[src/rtl/ahbl_to_apb_bridge_if.sv]
// Bus bundle for the AHB-Lite to APB3 bridge: AHB-Lite slave port plus APB3 master port.
// An AHB transfer is offered when hready && hsel && htrans[1]; the bridge accepts it only while hready_resp is high,
// and an APB access ends on the ACCESS cycle where pready is high (pslverr qualified by that same cycle).
interface ahbl_to_apb_bridge_if #(
  parameter int W_HADDR = 32,
  parameter int W_PADDR = 16
);
  logic               ahbls_hready;
  logic               ahbls_hready_resp;
  logic               ahbls_hresp;
  logic [W_HADDR-1:0] ahbls_haddr;
  logic               ahbls_hwrite;
  logic [1:0]         ahbls_htrans;
  logic [2:0]         ahbls_hsize;
  logic               ahbls_hsel;
  logic [31:0]        ahbls_hwdata;
  logic [31:0]        ahbls_hrdata;
  logic [W_PADDR-1:0] apbm_paddr;
  logic               apbm_psel;
  logic               apbm_penable;
  logic               apbm_pwrite;
  logic [31:0]        apbm_pwdata;
  logic [31:0]        apbm_prdata;
  logic               apbm_pready;
  logic               apbm_pslverr;

  // slave: the bridge side (AHB slave, APB master)
  modport slave (
    input  ahbls_hready, ahbls_haddr, ahbls_hwrite, ahbls_htrans, ahbls_hsize, ahbls_hsel, ahbls_hwdata,
    output ahbls_hready_resp, ahbls_hresp, ahbls_hrdata,
    output apbm_paddr, apbm_psel, apbm_penable, apbm_pwrite, apbm_pwdata,
    input  apbm_prdata, apbm_pready, apbm_pslverr
  );

  // master: the environment side (AHB master, APB peripheral)
  modport master (
    output ahbls_hready, ahbls_haddr, ahbls_hwrite, ahbls_htrans, ahbls_hsize, ahbls_hsel, ahbls_hwdata,
    input  ahbls_hready_resp, ahbls_hresp, ahbls_hrdata,
    input  apbm_paddr, apbm_psel, apbm_penable, apbm_pwrite, apbm_pwdata,
    output apbm_prdata, apbm_pready, apbm_pslverr
  );
endinterface

[src/rtl/ahbl_to_apb_bridge.sv]
// Converts one AHB-Lite word transfer at a time into one APB3 SETUP/ACCESS sequence.
// APB inputs only reach AHB outputs through registers or the state register.
module ahbl_to_apb_bridge #(
  parameter int W_HADDR = 32,
  parameter int W_PADDR = 16
) (
  input  logic                 clk,
  input  logic                 rst,
  ahbl_to_apb_bridge_if.slave  bus,
  output logic [2:0]           dbg_state
);

  typedef enum logic [2:0] {
    S_IDLE   = 3'd0,
    S_WDATA  = 3'd1,
    S_SETUP  = 3'd2,
    S_ACCESS = 3'd3,
    S_ERR1   = 3'd4,
    S_ERR2   = 3'd5
  } state_t;

  state_t             state_q, state_d;
  logic [W_PADDR-1:0] paddr_q;
  logic               pwrite_q;
  logic [31:0]        pwdata_q;
  logic [31:0]        hrdata_q;
  logic               accept;
  logic               psel, penable, hready_resp, hresp;
  logic               unused_ok;

  // Upper address bits and hsize carry no information here: decode happens upstream, all transfers are words.
  assign unused_ok = ^{bus.ahbls_hsize, bus.ahbls_haddr[W_HADDR-1:W_PADDR]};

  assign accept = ((state_q == S_IDLE) || (state_q == S_ERR2)) &&
                  bus.ahbls_hready && bus.ahbls_hsel && bus.ahbls_htrans[1];

  always_ff @(posedge clk) begin
    if (rst) begin
      state_q  <= S_IDLE;
      paddr_q  <= '0;
      pwrite_q <= 1'b0;
      pwdata_q <= '0;
      hrdata_q <= '0;
    end else begin
      state_q <= state_d;
      if (accept) begin
        paddr_q  <= bus.ahbls_haddr[W_PADDR-1:0];
        pwrite_q <= bus.ahbls_hwrite;
      end
      if (state_q == S_WDATA)
        pwdata_q <= bus.ahbls_hwdata;
      if ((state_q == S_ACCESS) && bus.apbm_pready && !bus.apbm_pslverr && !pwrite_q)
        hrdata_q <= bus.apbm_prdata;
    end
  end

  always_comb begin
    state_d     = state_q;
    psel        = 1'b0;
    penable     = 1'b0;
    hready_resp = 1'b0;
    hresp       = 1'b0;
    case (state_q)
      S_IDLE: begin
        hready_resp = 1'b1;
        if (accept) state_d = bus.ahbls_hwrite ? S_WDATA : S_SETUP;
      end
      S_WDATA: state_d = S_SETUP;
      S_SETUP: begin
        psel    = 1'b1;
        state_d = S_ACCESS;
      end
      S_ACCESS: begin
        psel    = 1'b1;
        penable = 1'b1;
        if (bus.apbm_pready) state_d = bus.apbm_pslverr ? S_ERR1 : S_IDLE;
      end
      S_ERR1: begin
        hresp   = 1'b1;
        state_d = S_ERR2;
      end
      S_ERR2: begin
        hresp       = 1'b1;
        hready_resp = 1'b1;
        if (accept) state_d = bus.ahbls_hwrite ? S_WDATA : S_SETUP;
        else        state_d = S_IDLE;
      end
      default: state_d = S_IDLE;
    endcase
  end

  assign bus.ahbls_hready_resp = hready_resp;
  assign bus.ahbls_hresp       = hresp;
  assign bus.ahbls_hrdata      = hrdata_q;
  assign bus.apbm_paddr        = paddr_q;
  assign bus.apbm_psel         = psel;
  assign bus.apbm_penable      = penable;
  assign bus.apbm_pwrite       = pwrite_q;
  assign bus.apbm_pwdata       = pwdata_q;
  assign dbg_state             = state_q;

endmodule

[src/flat_wrapper.sv]
// flat-port wrapper written by rule: the top's interface ports become plain ports
module ahbl_to_apb_bridge_flat 
#(
  parameter int W_HADDR = 32,
  parameter int W_PADDR = 16
)
  (clk, rst, dbg_state, bus_ahbls_hready, bus_ahbls_haddr, bus_ahbls_hwrite, bus_ahbls_htrans, bus_ahbls_hsize, bus_ahbls_hsel, bus_ahbls_hwdata, bus_ahbls_hready_resp, bus_ahbls_hresp, bus_ahbls_hrdata, bus_apbm_paddr, bus_apbm_psel, bus_apbm_penable, bus_apbm_pwrite, bus_apbm_pwdata, bus_apbm_prdata, bus_apbm_pready, bus_apbm_pslverr);
  ahbl_to_apb_bridge_if #(.W_HADDR(W_HADDR), .W_PADDR(W_PADDR)) bus_i ();
  input  logic clk;
  input  logic rst;
  output logic [2:0] dbg_state;
  input wire logic [$bits(bus_i.ahbls_hready)-1:0] bus_ahbls_hready;
  input wire logic [$bits(bus_i.ahbls_haddr)-1:0] bus_ahbls_haddr;
  input wire logic [$bits(bus_i.ahbls_hwrite)-1:0] bus_ahbls_hwrite;
  input wire logic [$bits(bus_i.ahbls_htrans)-1:0] bus_ahbls_htrans;
  input wire logic [$bits(bus_i.ahbls_hsize)-1:0] bus_ahbls_hsize;
  input wire logic [$bits(bus_i.ahbls_hsel)-1:0] bus_ahbls_hsel;
  input wire logic [$bits(bus_i.ahbls_hwdata)-1:0] bus_ahbls_hwdata;
  output wire logic [$bits(bus_i.ahbls_hready_resp)-1:0] bus_ahbls_hready_resp;
  output wire logic [$bits(bus_i.ahbls_hresp)-1:0] bus_ahbls_hresp;
  output wire logic [$bits(bus_i.ahbls_hrdata)-1:0] bus_ahbls_hrdata;
  output wire logic [$bits(bus_i.apbm_paddr)-1:0] bus_apbm_paddr;
  output wire logic [$bits(bus_i.apbm_psel)-1:0] bus_apbm_psel;
  output wire logic [$bits(bus_i.apbm_penable)-1:0] bus_apbm_penable;
  output wire logic [$bits(bus_i.apbm_pwrite)-1:0] bus_apbm_pwrite;
  output wire logic [$bits(bus_i.apbm_pwdata)-1:0] bus_apbm_pwdata;
  input wire logic [$bits(bus_i.apbm_prdata)-1:0] bus_apbm_prdata;
  input wire logic [$bits(bus_i.apbm_pready)-1:0] bus_apbm_pready;
  input wire logic [$bits(bus_i.apbm_pslverr)-1:0] bus_apbm_pslverr;
  assign bus_i.ahbls_hready = bus_ahbls_hready;
  assign bus_i.ahbls_haddr = bus_ahbls_haddr;
  assign bus_i.ahbls_hwrite = bus_ahbls_hwrite;
  assign bus_i.ahbls_htrans = bus_ahbls_htrans;
  assign bus_i.ahbls_hsize = bus_ahbls_hsize;
  assign bus_i.ahbls_hsel = bus_ahbls_hsel;
  assign bus_i.ahbls_hwdata = bus_ahbls_hwdata;
  assign bus_ahbls_hready_resp = bus_i.ahbls_hready_resp;
  assign bus_ahbls_hresp = bus_i.ahbls_hresp;
  assign bus_ahbls_hrdata = bus_i.ahbls_hrdata;
  assign bus_apbm_paddr = bus_i.apbm_paddr;
  assign bus_apbm_psel = bus_i.apbm_psel;
  assign bus_apbm_penable = bus_i.apbm_penable;
  assign bus_apbm_pwrite = bus_i.apbm_pwrite;
  assign bus_apbm_pwdata = bus_i.apbm_pwdata;
  assign bus_i.apbm_prdata = bus_apbm_prdata;
  assign bus_i.apbm_pready = bus_apbm_pready;
  assign bus_i.apbm_pslverr = bus_apbm_pslverr;
  ahbl_to_apb_bridge #(.W_HADDR(W_HADDR), .W_PADDR(W_PADDR)) u_core (.clk(clk), .rst(rst), .bus(bus_i), .dbg_state(dbg_state));
endmodule
[config.mk]
export PLATFORM = sky130hd
export DESIGN_NAME = ahbl_to_apb_bridge_flat
export DESIGN_NICKNAME = d
export VERILOG_FILES = /design/src/rtl/ahbl_to_apb_bridge_if.sv /design/src/rtl/ahbl_to_apb_bridge.sv /design/src/flat_wrapper.sv
export SDC_FILE = /design/constraint.sdc
export NUM_CORES = 1
export LEC_CHECK = 0
export ABC_CLOCK_PERIOD_IN_PS = 4200
export CORE_UTILIZATION = 43
export CTS_BUF_LIST = sky130_fd_sc_hd__clkbuf_4 sky130_fd_sc_hd__clkbuf_8
export CTS_CLUSTER_SIZE = 28
export DETAILED_ROUTE_END_ITERATION = 12
export GPL_ROUTABILITY_DRIVEN = 0
export PLACE_DENSITY = 0.88
export SLEW_MARGIN = 25
export SYNTH_ARGS = -nofsm -noshare
export SYNTH_HDL_FRONTEND = slang
export SYNTH_SLANG_ARGS = --single-unit
export TNS_END_PERCENT = 30
[constraint.sdc]
create_clock -name clk -period 4.2 [get_ports clk]
set_input_delay 0.84 -clock clk [delete_from_list [all_inputs] [get_ports clk]]
set_output_delay 0.84 -clock clk [all_outputs]
set_load 0.005 [all_outputs]
# [Word level (Yosys, flattened, before mapping)]
# Index checks and enable logic that the tools add are counted.
[word_totals] input_bits=108 regBits=84 elab_cells=36 out_inout_bits=88
[op_classes] reduce_logical=14 n_eq_ne=7 muxes=10
[ops] cell="$pmux W3 S6" count=1
[ops] cell="$mux W3" count=4
[ops] cell="$eq A3 B2 Y1 const B" count=2
[ops] cell="$eq A3 B3 Y1 const B" count=2
[ops] cell="$logic_and A1 B1 Y1" count=6
[ops] cell="$reduce_or A2 Y1" count=3
[ops] cell="$mux W1" count=4
[ops] cell="$eq A3 B1 Y1 const B" count=1
[ops] cell="$logic_not A3 Y1" count=1
[ops] cell="$logic_not A1 Y1" count=2
[ops] cell="$mux W2" count=1
[ops] cell="$ne A2 B1 Y1 const B" count=1
[ops] cell="$ne A2 B2 Y1 const B" count=1
[ops] cell="$reduce_and A2 Y1" count=1
[ops] cell="$logic_or A1 B1 Y1" count=1

# [Longest topological paths before layout]
[depth] word_depth=7 mapped_depth=6 depth_no_buf=3

# [Worst setup path after synthesis]
# No wires, ideal clock.
[synth_path] path_kind="input -> register" from="input bus_apbm_pready" to="register u_core.hrdata_q[0], in the netlist u_core.bus.ahbls_hrdata[0]" setup_slack_ns=2.523 required_time_ns=4.128 t_arrival_ns=1.606 path_buffers=1 setup_time_ns=0.072 stages=4 cell_sequence="nand4b_4 nor3_4 buf_8 mux2i_1"
[synth_via] elab_chain_cells=3
[synth_lines] item="start: declaration" line="flat_wrapper.sv:28" rtl="input wire logic [$bits(bus_i.apbm_pready)-1:0] bus_apbm_pready;"
[synth_lines] item="$logic_and A1 B1 Y1 (3 in a row)" line="ahbl_to_apb_bridge.sv:52" rtl="if ((state_q == S_ACCESS) && bus.apbm_pready && !bus.apbm_pslverr && !pwrite_q)"
[synth_lines] item="end signal: assignment" line="ahbl_to_apb_bridge.sv:53" rtl="hrdata_q <= bus.apbm_prdata;"
[synth_lines] item="end: declaration" line="ahbl_to_apb_bridge.sv:26" rtl="logic [31:0] hrdata_q;"
# Every way passes these cells.
# A chain may end at the register's enable or synchronous reset.

# [Worst setup path after layout]
[layout_path] from="register u_core.state_q[1], in the netlist u_core.dbg_state[1]" to="output bus_apbm_penable"
[layout_via] elab_chain_cells=2
[layout_lines] item="start: declaration" line="ahbl_to_apb_bridge.sv:22" rtl="state_t state_q, state_d;"
[layout_lines] item="start signal: assignment" line="ahbl_to_apb_bridge.sv:45" rtl="state_q <= state_d;"
[layout_lines] item="$eq A3 B2 Y1" line="ahbl_to_apb_bridge.sv:63" rtl="case (state_q)"
[layout_lines] item="$mux W1" line="ahbl_to_apb_bridge.sv:63"
[layout_lines] item="end: declaration" line="flat_wrapper.sv:24" rtl="output wire logic [$bits(bus_i.apbm_penable)-1:0] bus_apbm_penable;"
# Every way passes these cells.

==> flow_summary.json <==
{
  "clock_sinks": 84,
  "grt_antenna_before_repair": 0,
  "maxSlewViolCount": 0,
  "synth_top_family_by_area": "simple AND/OR/NAND/NOR gates",
  "synth_area_leaders": "dfxtp_1 47%, nand2b_1 18%, mux2i_1 14%",
  "cts_root_buf": "clkbuf_8",
  "netlist_instances": 382,
  "synth.distinct_cells": 29,
  "synth-simple-area-share_pct": 27.4,
  "grt_setup_unrepaired": "false",
  "ant_nets": 0,
  "wl_per_cell_um": 13.4,
  "synthAdderAreaFrac_pct": 0,
  "numPortBuffers": 175,
  "cts-resized-gates": 0,
  "coreArea_sq_um": 7890,
  "post-route-period-util_pct": 66.6,
  "synth_top_area_share_pct": 47.1,
  "synth_commonest_cells": "100 x nand2b_1, 84 x dfxtp_1, 64 x nand2_1, 49 x mux2i_1, 34 x a21oi_1",
  "antenna_cells": 0,
  "cts_hold_buf": 0,
  "cts_buffer_depth": 2,
  "worstPathRequired_ns": 3.36,
  "area_growth_pct": 55.0,
  "critPathKind": "reg -> out",
  "ios": 196,
  "rrSetupSlack_ns": 2.43,
  "utilization_pct": 70.2,
  "dieArea_sq_um": 8680,
  "synth_mux_area_share_pct": 13.7,
  "synth-main-ff-cell": "dfxtp_1",
  "yosysWarnings": 0,
  "crit_arrival_ns": 1.96,
  "dpl.hpwl_mm": 6.28,
  "grtUsageTotal_pct": 20.5,
  "synth_nets": 490,
  "cp-end-kind": "primary output",
  "grt_max_degree": 134,
  "crit_path_start_kind": "flip-flop",
  "dr.pass1.iters": 4,
  "syn_avg_cell_area_sq_um": 9.35,
  "synth_top_area_cell": "dfxtp_1",
  "drt_wl_total_mm": 8.70,
  "p_per_area_nw_per_um2": 299,
  "insertion_delay_ns": 0.34,
  "timing.hold.ws_ns": 0.456,
  "fin_nets": 651,
  "first_iter_violations": 84,
  "slew_headroom_pct": 58.1,
  "numCtsBuffers": 9,
  "status": "completed",
  "p_leak_nw": 1.90,
  "synth_edf_count": 0,
  "fillCellCount": 609,
  "num_rows": 32,
  "die_width_um": 93.2,
  "critical_path.max_fanout": 11,
  "drc": 0,
  "period_needed_ns": 2.80,
  "maxClockFrequency_ghz": 0.357,
  "min_path_type": "reg -> reg",
  "ys_seq_elements": 84,
  "clk_pin_slew_ns": 0.08,
  "htreeDepth": 3,
  "clock_skew_ns": 0.00924,
  "hold_viol": 0,
  "synth_xor_area_share_pct": 0.245,
  "yosysSeqAreaShare_pct": 47.1,
  "drv_cap": 0,
  "syn_area_sq_um": 3570,
  "initial_utilization_pct": 45.3,
  "fin_tns_setup_ns": 0,
  "synth_compound_area_share_pct": 6.06,
  "grt_pass1_vias": 3113,
  "tightest_slew_ns": 0.628,
  "synth.most_common_cell": "nand2b_1",
  "die_h_um": 93.2,
  "grt_pass1_wl_mm": 14.0,
  "drive_gt1_share_pct": 4.93,
  "setup_viol": 0,
  "vdd.ir_drop.worst_uv": 177,
  "post_cts_buffers": 0,
  "gr-total-overflow": 0,
  "vias_per_cell": 4.80,
  "num_vias": 3120,
  "cts_tree": "built",
  "async_reset_ff_share_pct": 0
}
[metrics by stage]
step | setup slack, ns | instances | power, mW | area (sq um)
floorplan | 2.52 | 382 | 0.938 | 3570
global placement | 1.56 | 632 | 1.07 | 5300
detailed placement | 1.49 | 633 | 1.08 | 5310
CTS | 1.40 | 649 | 1.68 | 5520
global route | 1.25 | 650 | 1.73 | 5540
finish | 1.40 | 650 | 1.65 | 5540
[final cells by class]
type,instances,area (sq um),share of cell area (%)
Clock inverter,5,60.1,1.08
Clock buffer,11,151,2.73
Multi-Input combinational cell,266,1710,30.8
Inverter,3,11.3,0.203
Timing Repair Buffer,179,1800,32.5
Tap cell,102,128,2.30
Sequential cell,84,1680,30.4
[worst max-delay path, stage by stage (launching register included)]
cell and delay, ns:
dfxtp_1 0.65, inv_1 0.17, nor3b_1 0.24, clkdlybuf4s50_1 0.55
[state kept, by name, summed over array words and instances, names as in the netlist]
register,count
u_core.bus.apbm_paddr,16
u_core.bus.apbm_pwrite,1
u_core.bus.apbm_pwdata,32
u_core.bus.ahbls_hrdata,32
u_core.dbg_state,3
[kinds of logic (layout without fill, tap and decap cells)]
logic type | count (synthesis) | after routing
simple gates | 176 | 176
xor+xnor | 1 | 1
flops | 84 | 84
mux | 49 | 49
buf+inv | 32 | 198
compound gates | 40 | 40
[layout by cell type (no fill, tap or decap), types with 2 or more instances in the layout]
master,synthesis,final
clkdlybuf4s50_1,0,174
nand2b_1,100,100
dfxtp_1,84,84
nand2_1,64,64
mux2i_1,49,49
a21oi_1,34,34
clkbuf_8,0,11
clkinvlp_4,0,4
inv_1,3,3
nor2_1,2,2
nor3_4,1,2
[per-layer routing]
metal  share of wire [%]  track usage [%]  up-vias
met5                   0                0        -
met4                 1.9             7.69        0
met2                  47             34.6      141
met1                  40             21.8     1411
li1                    -                -     1556
met3                  12             10.6       12
[worst paths after layout]
path | startpoint | to | depth (start not counted)
worst min register to register | u_core.bus.apbm_pwdata[1]$_SDFFE_PP0P_ | u_core.bus.apbm_pwdata[1]$_SDFFE_PP0P_ | 2
worst max register to register | u_core.dbg_state[1]$_SDFFE_PP0P_ | u_core.bus.ahbls_hrdata[27]$_SDFFE_PP0P_ | 4
worst max-delay path | u_core.dbg_state[1]$_SDFFE_PP0P_ | bus_apbm_penable | 3
worst min-delay path | u_core.bus.apbm_pwdata[1]$_SDFFE_PP0P_ | u_core.bus.apbm_pwdata[1]$_SDFFE_PP0P_ | 2
[power by group]
part           total [mW]  leakage (nW)  switching (mW)  internal, mW
combinational       0.228          1.13          0.0770         0.151
sequential          0.832         0.679          0.0157         0.817
clock               0.593        0.0938           0.286         0.307
total                1.65          1.90           0.379          1.28
Power figures use the tool's default switching activity.
